**src/rtl/mem_port_arbiter.sv**
```systemverilog
// Shares the single external memory port between icache (id 0) and dcache (id 1):
// round-robin request grant, grant lock across write-data bursts, tag-MSB response routing.
module mem_port_arbiter #(
  parameter int unsigned ADDR_BITS  = 28,
  parameter int unsigned DATA_BITS  = 128,
  parameter int unsigned TAG_BITS   = 5,
  parameter int unsigned DATA_BEATS = 4
) (
  input  logic                    clk,
  input  logic                    reset,

  input  logic                    ic_req_valid,
  output logic                    ic_req_ready,
  input  logic                    ic_req_rw,
  input  logic [ADDR_BITS-1:0]    ic_req_addr,
  input  logic [TAG_BITS-2:0]     ic_req_tag,
  input  logic                    ic_req_data_valid,
  output logic                    ic_req_data_ready,
  input  logic [DATA_BITS-1:0]    ic_req_data_bits,
  input  logic [DATA_BITS/8-1:0]  ic_req_data_mask,
  output logic                    ic_resp_valid,
  output logic [TAG_BITS-2:0]     ic_resp_tag,
  output logic [DATA_BITS-1:0]    ic_resp_data,

  input  logic                    dc_req_valid,
  output logic                    dc_req_ready,
  input  logic                    dc_req_rw,
  input  logic [ADDR_BITS-1:0]    dc_req_addr,
  input  logic [TAG_BITS-2:0]     dc_req_tag,
  input  logic                    dc_req_data_valid,
  output logic                    dc_req_data_ready,
  input  logic [DATA_BITS-1:0]    dc_req_data_bits,
  input  logic [DATA_BITS/8-1:0]  dc_req_data_mask,
  output logic                    dc_resp_valid,
  output logic [TAG_BITS-2:0]     dc_resp_tag,
  output logic [DATA_BITS-1:0]    dc_resp_data,

  output logic                    mem_req_valid,
  input  logic                    mem_req_ready,
  output logic                    mem_req_rw,
  output logic [ADDR_BITS-1:0]    mem_req_addr,
  output logic [TAG_BITS-1:0]     mem_req_tag,
  output logic                    mem_req_data_valid,
  input  logic                    mem_req_data_ready,
  output logic [DATA_BITS-1:0]    mem_req_data_bits,
  output logic [DATA_BITS/8-1:0]  mem_req_data_mask,
  input  logic                    mem_resp_valid,
  input  logic [TAG_BITS-1:0]     mem_resp_tag,
  input  logic [DATA_BITS-1:0]    mem_resp_data
);

  localparam int unsigned CNT_BITS = $clog2(DATA_BEATS) + 1;

  typedef enum logic [1:0] {IDLE, HOLD, WLOCK} state_t;

  state_t              state;
  logic                hold_id;
  logic                lock_id;
  logic                last_id;
  logic [CNT_BITS-1:0] beat_cnt;

  logic chosen_id, sel_id, sel_valid, sel_rw, own_id;
  logic req_open, data_open, req_fire, data_fire, last_beat;

  // Grant selection and request/data channel muxing
  always_comb begin
    chosen_id = 1'b0;
    if (ic_req_valid && dc_req_valid) chosen_id = ~last_id;
    else if (dc_req_valid)            chosen_id = 1'b1;

    sel_id    = (state == HOLD) ? hold_id : chosen_id;
    sel_valid = sel_id ? dc_req_valid : ic_req_valid;
    sel_rw    = sel_id ? dc_req_rw    : ic_req_rw;

    req_open      = reset && (state != WLOCK);
    mem_req_valid = req_open && sel_valid;
    mem_req_rw    = sel_rw;
    mem_req_addr  = sel_id ? dc_req_addr : ic_req_addr;
    mem_req_tag   = {sel_id, sel_id ? dc_req_tag : ic_req_tag};
    ic_req_ready  = req_open && mem_req_ready && !sel_id;
    dc_req_ready  = req_open && mem_req_ready &&  sel_id;

    // Before the lock, a beat may only move in the cycle its write request is accepted
    own_id    = (state == WLOCK) ? lock_id : sel_id;
    data_open = reset && ((state == WLOCK) || (mem_req_valid && sel_rw && mem_req_ready));

    mem_req_data_valid = data_open && (own_id ? dc_req_data_valid : ic_req_data_valid);
    mem_req_data_bits  = own_id ? dc_req_data_bits : ic_req_data_bits;
    mem_req_data_mask  = own_id ? dc_req_data_mask : ic_req_data_mask;
    ic_req_data_ready  = data_open && mem_req_data_ready && !own_id;
    dc_req_data_ready  = data_open && mem_req_data_ready &&  own_id;

    req_fire  = mem_req_valid && mem_req_ready;
    data_fire = mem_req_data_valid && mem_req_data_ready;
    last_beat = (state == WLOCK) ? (beat_cnt == CNT_BITS'(DATA_BEATS - 1))
                                 : (DATA_BEATS == 1);
  end

  // Response routing by requester id in the tag MSB
  always_comb begin
    ic_resp_valid = mem_resp_valid && !mem_resp_tag[TAG_BITS-1];
    dc_resp_valid = mem_resp_valid &&  mem_resp_tag[TAG_BITS-1];
    ic_resp_tag   = mem_resp_tag[TAG_BITS-2:0];
    dc_resp_tag   = mem_resp_tag[TAG_BITS-2:0];
    ic_resp_data  = mem_resp_data;
    dc_resp_data  = mem_resp_data;
  end

  always_ff @(posedge clk) begin
    if (!reset) begin
      state    <= IDLE;
      last_id  <= 1'b1;
      hold_id  <= 1'b0;
      lock_id  <= 1'b0;
      beat_cnt <= '0;
    end else begin
      case (state)
        IDLE, HOLD: begin
          if (req_fire) begin
            last_id <= sel_id;
            if (sel_rw && !(data_fire && last_beat)) begin
              state    <= WLOCK;
              lock_id  <= sel_id;
              beat_cnt <= data_fire ? CNT_BITS'(1) : '0;
            end else begin
              state    <= IDLE;
              beat_cnt <= '0;
            end
          end else if (mem_req_valid) begin
            state   <= HOLD;
            hold_id <= sel_id;
          end else begin
            state <= IDLE;
          end
        end
        WLOCK: begin
          if (data_fire) begin
            if (last_beat) begin
              state    <= IDLE;
              beat_cnt <= '0;
            end else begin
              beat_cnt <= beat_cnt + CNT_BITS'(1);
            end
          end
        end
        default: state <= IDLE;
      endcase
    end
  end

endmodule

```
**config.mk**
```make
export PLATFORM = sky130hd
export DESIGN_NAME = mem_port_arbiter
export DESIGN_NICKNAME = d
export VERILOG_FILES = /design/src/rtl/mem_port_arbiter.sv
export SDC_FILE = /design/constraint.sdc
export NUM_CORES = 1
export LEC_CHECK = 0
export BUFFER_PORTS_ARGS = -buffer_cell sky130_fd_sc_hd__buf_2
export CAP_MARGIN = 10
export CORE_AREA = 8 8 360 362
export CTS_CLUSTER_SIZE = 10
export DETAILED_ROUTE_END_ITERATION = 6
export DIE_AREA = 0 0 368 370
export HOLD_SLACK_MARGIN = 0.06
export PLACE_DENSITY = 0.3
export SETUP_SLACK_MARGIN = 0.02
export SLEW_MARGIN = 20
export SYNTH_ARGS = -nofsm -noshare
export SYNTH_HDL_FRONTEND = slang
export SYNTH_SLANG_ARGS = --single-unit
```
**constraint.sdc**
```tcl
create_clock -name clk -period 2.5 [get_ports clk]
set_clock_uncertainty 0.15 [all_clocks]
set_input_delay 0.375 -clock clk [delete_from_list [all_inputs] [get_ports clk]]
set_output_delay 0.375 -clock clk [all_outputs]
set_load 0.1 [all_outputs]
```
==> impl_results.md <==
* DIE HEIGHT at about 370 um
* Nets at 1430
* Port-buffer cells at 549
* All-Layer GR Usage at 0.0938
* Layout Cells excl Fill at 2592
* Worst R2R Setup Slack at roughly 0.34 ns
* Final worst hold slack at approximately 0.25 ns
* Final Worst Setup Slack at -0.204 ns
* Total negative setup slack at -14.35 ns
* Placement-stage worst setup slack at -0.403 ns
* Worst Path Arrival at around 2.2 ns
* Cell at the slowest stage of the critical path: mux2_4
* Fraction of the mapped netlist area in compound gates at 0.0497
* Number of enable-type register cells in the synthesized netlist at 0
* Highest fanout seen on the critical path at 8
* Total I/O pin count at 946
* Clock latency of the later-clocked register in the worst-skew pair at 0.23 ns
* Cell count after placement at 2556
* Crit path buffers/inverters at 4
* Max-slew violation count at 0
* Average vias per placed instance at ~2.2
* Std cell rows at 130
* Global-route wire length before repair at 82.8 mm
* Starting DRC count in detailed routing at 160
* Number of max-capacitance violations reported at 0
* Cell breakdown of the critical path: nand3b_4, a21boi_4, nand2_2, o21ai_4, buf_12, buf_16, buf_12, mux2_4, buf_12
* Post-DP HPWL at roughly 63 mm
* Vias after detailed routing at between 5k and 6k
* Ys flop type: dfxtp_1
* Final worst path period share at 1.08
* Floorplan die area at between 100000 and 150000 um^2
* Violated checks: setup timing
* Cell Area, Placed at 10700 um^2
* Register clock-pin slew on the reported worst setup and hold paths at 0.04 ns
* Yosys warnings at 0
* Cells after synthesis at about 600
* Peak Freq at roughly 370 MHz
* Reg2reg end: beat_cnt[0]
* Pin count of the biggest net entering global routing at 39
* Slew HR at 0.601
* Post-Syn Nets at 1101
* Number of levels the H-tree was split into at 1
* Placeable core region at 124000 um^2
* Lkg Pwr at 5.33 nW
* Post-layout util at 0.0946
* Time the final worst path needs with I/O delays and setup at 2.70 ns
* Routed wire length at just under 70 mm
* Post-synthesis share of cell area spent on full adders, half adders and majority gates at 0.00260
* Timing endpoint of the critical path: mem_req_data_bits[17]
* Hold-fix buffers at CTS at 0
* Initial antenna violation count at 39
* Xor/xnor cell area share of the yosys netlist at 0
* Main combinational cell family by area after synthesis: buffers and inverters
* Number of detailed-routing iterations run before antenna repair at 4
* Critical Path Source: state[1]
* Count of final setup violators at 146
* Dominant cell type by count on the critical path: buf_12
* Run status: complete, but fails checks
* Number of sinks handled by clock tree synthesis at 8
* Critical register-to-register path startpoint: state[1]
* Power density over cell area at between 500 and 600 nW/um^2
* Power consumption at approximately 6.3 mW
* Post-synth ARST share at 0
* Cell Area, Synth at 4810 um^2
* DRC violation count after routing at 0
* Routed WL per cell at 26.8 um
* Hold violation count in the final report at 0
* Worst Reg2Reg Path Length in Cells at 8
* Max Buffers Root-to-Sink at 2
* Fraction of final layout cells with drive strength greater than 1 at 0.880
* Starting density of the core at 0.0387
* Die W at 368 um
* Global-route congestion overflow total at 0
* Total clock buffers created by CTS at 3
* Mean area per synthesized cell at between 7 and 8 um^2
* Largest vdd supply drop at 0.228 mV
* Detail Route Antenna Nets at 0
* Final weighted congestion in routability-driven placement at 0.773
* RSZ-0062 raised after global routing: true
* Number of unique standard cell types used by synthesis at 41
* Number of global-route vias before repair at approximately 6.4k
* Root buf cell: clkbuf_16
* CP delay by family, top: buffers and inverters
* Crit start category: flop
* Most frequent cells in the layout: buf_2 (365), buf_12 (195), mux2_4 (97)
* Simple-gate share of the synthesized area at 0.117
* Commonest non-fill, non-tap cell in the layout: buf_2
* Layout overhead on the synthesized area at 145%
* Fin area at 11800 um^2
* Worst setup path category: reg -> out
* Yosys reg bits at 8
* Delay of the slowest critical-path stage at 0.37 ns
* Critical Path RT at between 1.5 and 2 ns
* Number of cells on the critical path at 9
* Worst Max-Slew Pin Slew at 0.602 ns
* CTS tree: built
* Critical Path Sink Type: output port
* Fraction of synthesized area in multiplexers at 0.341
* Sequential area share after synthesis at 0.0333
* Kind of path behind the tightest hold check: in -> reg
[how the worst min path moves through the flow]
stage	start	end	slack [ns]	cells after the start
2_1_floorplan	beat_cnt[1]	beat_cnt[1]	0.29	2
3_3_place_gp	beat_cnt[1]	beat_cnt[1]	0.32	2
3_5_place_dp	beat_cnt[1]	beat_cnt[1]	0.31	2
4_1_cts	mem_req_ready	state[0]	0.26	2
5_1_grt	mem_req_ready	state[0]	0.27	2
6_report	mem_req_ready	state[0]	0.25	2
[kinds of logic (layout without fill, tap and decap cells)]
family / after synthesis / in the layout
AOI/OAI and AO/OA: 25 / 25
adders and majority gates: 1 / 1
buffers and inverters: 292 / 619
DFF: 8 / 8
muxes: 146 / 146
other: 0 / 11
and+or+nand+nor: 132 / 132
[area by class of cell]
type / instances / area, um^2
diodes: 11 / 27.5
clock buffers: 3 / 75.1
fillers: 14400 / 113000
inverters: 2 / 15.0
multi-input cells: 304 / 3030
flip-flops and latches: 8 / 170
well taps: 1650 / 2060
repair buffers: 614 / 6380
[flip-flops by register name (all words and copies together) (netlist names)]
signal    count
lock_id       1
last_id       1
beat_cnt      3
hold_id       1
state         2
[report_power, final]
group	internal [mW]	switching, mW
registers	0.134	0.00936
logic	2.18	3.72
clock network	0.206	0.0650
[cell usage after synthesis (2+ instances only)]
cell | instances | share of area
dfxtp_1 | 8 | 0.033
and4b_1 | 2 | 0.0042
a31oi_1 | 2 | 0.0026
buf_6 | 10 | 0.023
mux2_1 | 144 | 0.34
o211a_1 | 3 | 0.0062
nand2b_1 | 3 | 0.0039
o2111ai_1 | 2 | 0.0036
nand3_1 | 2 | 0.0021
clkbuf_1 | 5 | 0.0039
buf_1 | 2 | 0.0016
nand2_1 | 106 | 0.083
o31a_1 | 2 | 0.0036
mux2i_1 | 2 | 0.0042
and2_1 | 2 | 0.0026
nor2b_1 | 5 | 0.0065
a21boi_1 | 3 | 0.0047
o21ai_1 | 2 | 0.0021
nor2_1 | 5 | 0.0039
buf_4 | 272 | 0.42
and3_1 | 2 | 0.0026
[per-layer routing]
| layer | track usage | up-vias | share of wire | wire length, um |
|---|---|---|---|---|
| met3 | 0.0783 | 53 | 0.18 | 12400 |
| met1 | 0.103 | 2563 | 0.38 | 26200 |
| met5 | 0.000712 | - | 0.0022 | 153 |
| met2 | 0.147 | 702 | 0.44 | 30500 |
| li1 | - | 2405 | - | - |
| met4 | 0.00246 | 24 | 0.0052 | 365 |
[repair_timing]
item                                    in CTS  in global routing
endpoints found under the setup margin     179                153
gates cloned                                 2                  5
pin swaps                                    6                  6
gates resized for setup                    154                 13
buffers inserted                            15                  6
Power figures use the tool's default switching activity.
